<file path="src/rtl/div_pkg.sv">
// Shared definitions for the iterative integer divider.
// Holds the operand width, the op encodings and the FSM state encoding.
package div_pkg;

    localparam int XLEN = 32;

    typedef enum logic [1:0] {
        OP_DIV  = 2'b00,
        OP_DIVU = 2'b01,
        OP_REM  = 2'b10,
        OP_REMU = 2'b11
    } op_e;

    typedef enum logic [1:0] {
        S_IDLE = 2'b00,
        S_BUSY = 2'b01,
        S_DONE = 2'b10
    } state_e;

endpackage

</file>
<file path="src/rtl/div_counter.sv">
// Loadable down-counter that sequences the divider iterations.
// load has priority over decrement; both need en.
module div_counter #(
    parameter int W = 5,
    parameter int V = 31
) (
    input  logic         clk,
    input  logic         reset,
    input  logic         en,
    input  logic         load,
    output logic [W-1:0] count
);

    always_ff @(posedge clk or negedge reset) begin
        if (!reset) begin
            count <= '0;
        end else if (en) begin
            count <= load ? W'(V) : count - W'(1);
        end
    end

endmodule

</file>
<file path="src/rtl/alu_div_unit.sv">
// Restoring shift-subtract divider for DIV/DIVU/REM/REMU.
// One quotient bit per cycle; zero-divisor and overflow finish at once.
module alu_div_unit #(
    parameter int XLEN = div_pkg::XLEN,
    parameter int CW   = 5
) (
    input  logic            clk,
    input  logic            reset,
    input  logic            start,
    input  logic            flush,
    input  logic [1:0]      op,
    input  logic [XLEN-1:0] dividend,
    input  logic [XLEN-1:0] divisor,
    output logic            ready,
    output logic            done,
    output logic [XLEN-1:0] result
);
    import div_pkg::*;

    state_e          state, state_nx;
    logic [1:0]      op_q;
    logic            qsign, rsign;
    logic [XLEN-1:0] quo, dvsr, rem;
    logic [CW-1:0]   count;

    logic            accept, busy, last;
    logic            is_signed, a_neg, b_neg;
    logic            div_zero, overflow, special;
    logic [XLEN-1:0] a_mag, b_mag, special_res;
    logic [XLEN:0]   shifted, trial;
    logic            fits;
    logic [XLEN-1:0] quo_nx, rem_nx, final_res;
    logic            neg_q, neg_r, is_rem_q;

    assign busy  = (state == S_BUSY);
    assign ready = !busy;
    assign done  = (state == S_DONE);
    assign last  = (count == '0);

    assign is_signed = op inside {OP_DIV, OP_REM};
    assign a_neg     = is_signed & dividend[XLEN-1];
    assign b_neg     = is_signed & divisor[XLEN-1];
    assign a_mag     = a_neg ? -dividend : dividend;
    assign b_mag     = b_neg ? -divisor : divisor;

    assign div_zero = (divisor == '0);
    assign overflow = is_signed
                    & (dividend == {1'b1, {(XLEN-1){1'b0}}})
                    & (divisor == '1);
    assign special  = div_zero | overflow;

    // Overflow quotient equals the dividend itself (most-negative value)
    always_comb begin
        special_res = '0;
        if (div_zero) begin
            special_res = op[1] ? dividend : '1;
        end else if (!op[1]) begin
            special_res = dividend;
        end
    end

    // 33-bit partial remainder: shifted-in bit plus the running remainder
    assign shifted = {rem, quo[XLEN-1]};
    assign trial   = shifted - {1'b0, dvsr};
    assign fits    = !trial[XLEN];
    assign rem_nx  = fits ? trial[XLEN-1:0] : shifted[XLEN-1:0];
    assign quo_nx  = {quo[XLEN-2:0], fits};

    assign is_rem_q  = op_q inside {OP_REM, OP_REMU};
    assign neg_q     = qsign & (op_q inside {OP_DIV, OP_REM});
    assign neg_r     = rsign & (op_q inside {OP_DIV, OP_REM});
    assign final_res = is_rem_q ? (neg_r ? -rem_nx : rem_nx)
                                : (neg_q ? -quo_nx : quo_nx);

    always_comb begin
        state_nx = state;
        accept   = 1'b0;
        case (state)
            S_IDLE, S_DONE: begin
                state_nx = S_IDLE;
                if (start) begin
                    accept   = 1'b1;
                    state_nx = special ? S_DONE : S_BUSY;
                end
            end
            S_BUSY: begin
                if (last) begin
                    state_nx = S_DONE;
                end
            end
            default: state_nx = S_IDLE;
        endcase
        if (flush) begin
            state_nx = S_IDLE;
            accept   = 1'b0;
        end
    end

    always_ff @(posedge clk or negedge reset) begin
        if (!reset) begin
            state <= S_IDLE;
        end else begin
            state <= state_nx;
        end
    end

    always_ff @(posedge clk or negedge reset) begin
        if (!reset) begin
            op_q   <= '0;
            qsign  <= 1'b0;
            rsign  <= 1'b0;
            quo    <= '0;
            dvsr   <= '0;
            rem    <= '0;
            result <= '0;
        end else if (accept) begin
            op_q  <= op;
            qsign <= a_neg ^ b_neg;
            rsign <= a_neg;
            quo   <= a_mag;
            dvsr  <= b_mag;
            rem   <= '0;
            if (special) begin
                result <= special_res;
            end
        end else if (busy && !flush) begin
            quo <= quo_nx;
            rem <= rem_nx;
            if (last) begin
                result <= final_res;
            end
        end
    end

    div_counter #(
        .W (CW),
        .V (XLEN-1)
    ) u_counter (
        .clk   (clk),
        .reset (reset),
        .en    (accept | busy),
        .load  (accept),
        .count (count)
    );

endmodule

</file>
<file path="config.mk">
export PLATFORM = sky130hd
export DESIGN_NAME = alu_div_unit
export DESIGN_NICKNAME = d
export VERILOG_FILES = /design/src/rtl/div_pkg.sv /design/src/rtl/div_counter.sv /design/src/rtl/alu_div_unit.sv
export SDC_FILE = /design/constraint.sdc
export NUM_CORES = 1
export LEC_CHECK = 0
export BUFFER_PORTS_ARGS = -buffer_cell sky130_fd_sc_hd__buf_2
export CORE_UTILIZATION = 35
export CTS_CLUSTER_SIZE = 28
export DETAILED_ROUTE_END_ITERATION = 6
export SYNTH_ARGS = -nofsm -noshare
export SYNTH_HDL_FRONTEND = slang
export SYNTH_SLANG_ARGS = --single-unit
export TNS_END_PERCENT = 10
</file>
<file path="constraint.sdc">
create_clock -name clk -period 7.2 [get_ports clk]
set_input_delay 0 -clock clk [delete_from_list [all_inputs] [get_ports clk]]
set_output_delay 0 -clock clk [all_outputs]
set_load 0.01 [all_outputs]
</file>
==> impl_metrics.py, run 1 <==
metrics = {
    "outcome": {
        "status": "finished, final reports clean",
    },
    "timing": {
        "max-slew-margin-rel": 0.352,
        "timing_hold_violations_final": 0,
        "period_share": 0.803,
        "worst_slew_pin_slew_ps": 972,
        "finalMaxSlewViolations": 0,
        "tns_ps": 0,
        "clock.fmax_ghz": 0.173,
        "worst_slack_ps": 1420,
        "finalSetupViolCount": 0,
        "fin_worst_skew_ps": 9.39,
        "period_needed_ps": 5780,
        "rsz0062_at_grt": "no",
    },
    "place": {
        "hpwl_mm": 29.5,
        "gp_congestion": 0.863,
        "place_inst": 2036,
        "port_buffers": 103,
        "place_ws_ps": 1570,
        "place_area_um2": 12800,
    },
    "synthesis": {
        "ys_seq_area_frac": 0.290,
        "synth_top_cell_area_share": 0.290,
        "yosys-top-cells-area": "dfrtp_1 (29%), o21ai_0 (7.2%), nand2_1 (6.1%)",
        "syn_avg_cell_area_um2": 7.66,
        "syn_inst": 1565,
        "synth_nets": 1675,
        "ys_ff_latch": 139,
        "ys_types": 83,
        "async_flop_share": 1.00,
        "synth_area_um2": 12000,
        "synth_warnings": 0,
        "yosys.area.top_type": "dfrtp_1",
        "synth_flop_cell": "dfrtp_1",
        "synth_edf_count": 0,
    },
    "cts": {
        "cts_setup_buffers": 0,
        "htreeDepth": 4,
        "clock-sinks": 139,
        "clk_pin_slew_ps": 70,
        "clk_latency_ps": 440,
        "ctsLongestPathBuffers": 2,
        "cts_buffers": 17,
        "root_buffer": "clkbuf_16",
        "cts_tree": "built",
    },
    "worst_setup_path": {
        "crit_fanout": 11,
        "critPathCaptureType": "register",
        "cp-start-kind": "register",
        "worstPathRequired_ps": 7560,
        "arrival_ps": 6140,
        "critPathKind": "reg2reg",
        "worst-r2r-cell-count": 22,
    },
    "global_route": {
        "grt_usage": 0.230,
        "grt_first_pass_wirelength_mm": 64.2,
        "grt_max_degree": 90,
        "grt_overflow": 0,
        "antenna_found_initial": 1,
        "grt_pass1_vias": 11407,
    },
    "finish": {
        "fillers": 3426,
        "syn2layout_area_growth_pct": 17.5,
        "multi_input_area_um2": 7960,
        "stdcell_area_um2": 14100,
        "seqCellArea_um2": 3480,
        "final_cells": 2133,
        "final_core_util": 0.419,
        "mostFrequentLayoutCells": "nand2_1 (193), o21ai_0 (173), nor2_1 (142)",
        "final_common_cell": "nand2_1",
        "final_nets": 1780,
        "drive_above_1_share": 0.113,
    },
    "min_path": {
        "worstHoldPathCells": 3,
        "hp-class": "in2reg",
    },
    "floorplanning": {
        "design.core.area_um2": 33600,
        "fp.dieW_um": 187,
        "die_h_um": 187,
        "fp.dieArea_um2": 35000,
        "fp-row-count": 67,
        "ios": 104,
        "initial_utilization": 0.356,
    },
    "drt": {
        "drt_pass1_iterations": 7,
        "drc_errors": 0,
        "first_iter_violations": 941,
        "postRouteAntennaNets": 0,
        "dr_total_vias": 12036,
        "drt-total-wl_mm": 40.4,
        "routedWlPerCell_um": 19.0,
        "vias_per_cell": 5.64,
    },
    "power_and_ir_drop": {
        "p_leak_nw": 5.96,
        "p_per_area_nw_per_um2": 433,
        "ir_drop_mv": 0.338,
    },
    "run": {
        "cap_viol_max_count": 0,
    },
}
[final timing paths]
path                                           start                endpoint  slack [ps]
worst max-delay path             quo[31]$_DFFE_PN0P_  result[28]$_DFFE_PN0P_        1420
worst min-delay path                     divisor[30]    dvsr[30]$_DFFE_PN0P_           5
worst max register to register   quo[31]$_DFFE_PN0P_  result[28]$_DFFE_PN0P_        1420
worst min register to register  dvsr[22]$_DFFE_PN0P_    dvsr[22]$_DFFE_PN0P_         480
max in group asynchronous                      reset    dvsr[23]$_DFFE_PN0P_        5680
min in group asynchronous                      reset   result[3]$_DFFE_PN0P_         230
[power by group]
| part | internal, mW | switching [mW] |
|---|---|---|
| clock network | 0.551 | 0.394 |
| logic | 1.47 | 2.46 |
| registers | 0.959 | 0.260 |
[registers in the layout, indices dropped and copies added (netlist names)]
signal	cells
rem	32
op_q	2
state	2
result	32
dvsr	32
rsign	1
u_counter.count	5
quo	32
qsign	1
[final cells by class]
type,count,share of cell area
Sequential cell,139,0.247
Inverter,55,0.0147
Timing Repair Buffer,180,0.0893
Clock inverter,15,0.0132
Antenna cell,2,0.000355
Multi-Input combinational cell,1277,0.565
Clock buffer,17,0.0302
Tap cell,448,0.0398
[critical path: stages (launching register included)]
cell       delay [ps]
dfrtp_1           410
inv_1              80
ha_1              270
fa_1              420
nand2b_1          210
a21o_1            190
a31o_2            270
o21ai_2           250
a41oi_2           300
xnor2_4           210
inv_2             170
nor2_1             70
a21oi_1           210
ha_1              280
and2_1            150
o2111ai_1         120
nor3_1            440
nand4bb_1         250
or4_1             510
a211oi_1          390
a31oi_1           170
xor2_1            190
o21ai_1           130
[kinds of logic after synthesis]
group                    Yosys count  synth area share
XOR/XNOR                         141             0.104
adder cells (fa/ha/maj)           40            0.0424
AND/OR/NAND/NOR                  555             0.221
AO/OA/AOI/OAI                    508             0.265
multiplexers                      33            0.0281
buffers and inverters            149            0.0488
flip-flops                       139             0.290
[routing by layer]
metal,vias up,share of wire,track usage
met5,-,0,0
met4,0,0.020,0.0687
met3,53,0.047,0.0308
met2,387,0.48,0.392
met1,5733,0.45,0.303
li1,5863,-,-
[what timing repair did]
| action | in CTS | in global routing |
|---|---|---|
| hold buffers | 63 | 0 |
| hold endpoints to repair | 151 | 0 |
| setup endpoints to repair | 0 | 0 |
| gates resized for setup | 0 | 0 |
[synthesized netlist by cell type, drive strengths merged, types with 17 or more instances]
master and n:
nand2 194, a211oi 19, inv 55, clkbuf 70
nand4 17, o21ai 183, xor2 60, xnor2 81
a21oi 122, o31ai 21, nand3 26, a22oi 32
mux2i 28, nor2 145, dfrtp 139, buf 24
ha 39, nor3 40, nor4 27
[metrics by stage]
stage / power (mW) / hold slack [ps]
after floorplan: 4.07 / -296
after global placement: 5.03 / 155
after detailed placement: 5.07 / 164
after CTS: 6.06 / 2.12
after global routing: 6.53 / 36.7
final: 6.09 / 5.39
Note: power is estimated with default switching activity, not from simulation.
==> run 2: changes to the inputs <==
==> constraint.sdc (replaced) <==
create_clock -name clk -period 5.5 [get_ports clk]
set_input_delay 0 -clock clk [delete_from_list [all_inputs] [get_ports clk]]
set_output_delay 0 -clock clk [all_outputs]
set_load 0.01 [all_outputs]
==> run 2 against run 1 <==
Effect of this change:
- worst setup slack worse by 1100 ps
- critical path depth stayed put
- non-clock buffer count is 9 higher
- sequential share of layout area is 0.090 points lower
- fmax is 11% higher
- sequential power is 31% higher
- critical path type unchanged
- largest power group unchanged
==> impl_metrics.py, run 2 (synthesized netlist as in run 1, its figures left out) <==
metrics = {
    "outcome": {
        "status": "finished, final reports clean",
    },
    "cts": {
        "htreeDepth": 4,
        "cts_tree": "built",
        "ctsLongestPathBuffers": 2,
        "clock-sinks": 139,
        "root_buffer": "clkbuf_16",
        "clk_pin_slew_ps": 70,
        "clk_latency_ps": 440,
        "cts_buffers": 17,
    },
    "place": {
        "port_buffers": 103,
        "place_inst": 2045,
        "hpwl_mm": 30.1,
        "gp_congestion": 0.867,
    },
    "global_route": {
        "met3_usage": 0.0319,
        "grt_overflow": 0,
        "grt_usage": 0.235,
        "grtUsageMet1": 0.313,
        "grt_first_pass_wirelength_mm": 65.2,
        "antenna_found_initial": 0,
        "grt_max_degree": 73,
        "busiest_layer": "met2",
        "grt_pass1_vias": 11578,
        "grt_use_met2": 0.388,
    },
    "worst_setup_path": {
        "critPathKind": "reg2reg",
        "critical_path.startpoint": "quo[31]$_DFFE_PN0P_",
        "arrival_ps": 5550,
        "reg2reg_from": "quo[31]$_DFFE_PN0P_",
        "crit_fanout": 13,
        "worstPathRequired_ps": 5860,
        "cp-start-kind": "register",
        "critPathCaptureType": "register",
    },
    "timing": {
        "fin_worst_skew_ps": 9.03,
        "clock.fmax_ghz": 0.192,
        "finalMaxSlewViolations": 0,
        "max-slew-margin-rel": 0.337,
        "finalSetupViolCount": 0,
        "period_needed_ps": 5200,
        "period_share": 0.945,
        "timing_hold_violations_final": 0,
        "tns_ps": 0,
        "worst_slew_pin_slew_ps": 980,
        "rsz0062_at_grt": "no",
        "hold_ws_ps": 14.9,
    },
    "drt": {
        "routedWlPerCell_um": 19.2,
        "postRouteAntennaNets": 0,
        "drt_pass1_iterations": 7,
        "drt-total-wl_mm": 41.0,
        "drc_errors": 0,
        "vias_per_cell": 5.70,
        "dr_total_vias": 12196,
        "first_iter_violations": 940,
    },
    "finish": {
        "syn2layout_area_growth_pct": 17.9,
        "drive_above_1_share": 0.120,
        "final_nets": 1789,
        "final_cells": 2140,
        "final_common_cell": "nand2_1",
        "antenna_cells": 0,
        "mostFrequentLayoutCells": "nand2_1 (193), o21ai_0 (173), nor2_1 (142)",
    },
    "min_path": {
        "hp-class": "in2reg",
        "min_from": "divisor[0]",
    },
    "floorplanning": {
        "die_h_um": 187,
        "fp.dieArea_um2": 35000,
        "fp.dieW_um": 187,
        "ios": 104,
        "initial_utilization": 0.356,
        "design.core.area_um2": 33600,
        "fp-row-count": 67,
    },
    "run": {
        "cap_viol_max_count": 0,
    },
    "power_and_ir_drop": {
        "ir_drop_mv": 0.454,
        "p_leak_nw": 5.99,
        "p_per_area_nw_per_um2": 567,
    },
}
[run 2: cell count changes in the layout (fill, tap and decap cells not counted), sizes merged, moves of 2 or more]
cell      before  now
inv           61   58
buf          117  126
clkbuf        17   19
diode          2    0
bufinv         3    1
clkinvlp       4    6
[run 2: worst paths after layout]
path                            cells past startpoint                     end  slack, ps
worst max-delay path                               22  result[28]$_DFFE_PN0P_        300
worst max register to register                     22  result[28]$_DFFE_PN0P_        300
max in group asynchronous                           3      quo[7]$_DFFE_PN0P_       3920
worst min-delay path                                3     dvsr[0]$_DFFE_PN0P_         10
min in group asynchronous                           2   result[4]$_DFFE_PN0P_        170
worst min register to register                      2     dvsr[2]$_DFFE_PN0P_        480
[run 2: worst max-delay path, stage by stage, from the launching register on]
cell	delay, ps
dfrtp_1	350
inv_1	60
ha_1	260
fa_1	420
nand2b_1	210
a21o_1	190
a31o_2	270
o21ai_4	230
a41oi_4	200
xnor2_4	170
inv_2	210
nor2_1	60
a21oi_1	220
ha_2	270
and2_1	130
o2111ai_1	120
nor3_1	260
nand4bb_1	220
or4_1	510
a211oi_2	290
a31oi_1	140
xor2_1	170
o21ai_1	130
[run 2: layer usage]
| layer | vias to the layer above | share of wire |
|---|---|---|
| met1 | 5877 | 0.45 |
| met2 | 373 | 0.47 |
| met5 | - | 0 |
| met3 | 66 | 0.051 |
| met4 | 0 | 0.029 |
| li1 | 5880 | - |
[run 2: metrics by stage]
stage	util	setup slack (ps)	cell area, um^2	power, mW
3_3_place_gp	0.384	326	12900	6.67
6_report	0.420	303	14100	8.01
3_5_place_dp	0.384	173	12900	6.71
4_1_cts	0.419	131	14100	7.93
2_1_floorplan	-	198	12000	5.33
5_1_grt	0.420	14.2	14100	8.58
[run 2: cell type report]
cell class                 count  area (um^2)
inverter                      55          206
timing repair buffer         189         1330
sequential                   139         3480
multi-input combinational   1277         7990
clock inverter                13          116
fill                        3438        19500
clock buffer                  19          453
tap                          448          561
[run 2: power breakdown]
part	total [mW]	internal, mW	switching [mW]	leakage, nW
registers	1.60	1.26	0.339	1.80
clock network	1.15	0.647	0.506	0.264
logic	5.27	1.97	3.29	3.92
total	8.01	3.88	4.14	5.99
[run 2: repair_timing]
item                                    in CTS  in global routing
gates resized for setup                      0                  5
endpoints found under the hold margin      133                  0
hold buffers                                63                  0
endpoints found under the setup margin       0                  5
setup buffers                                0                  0
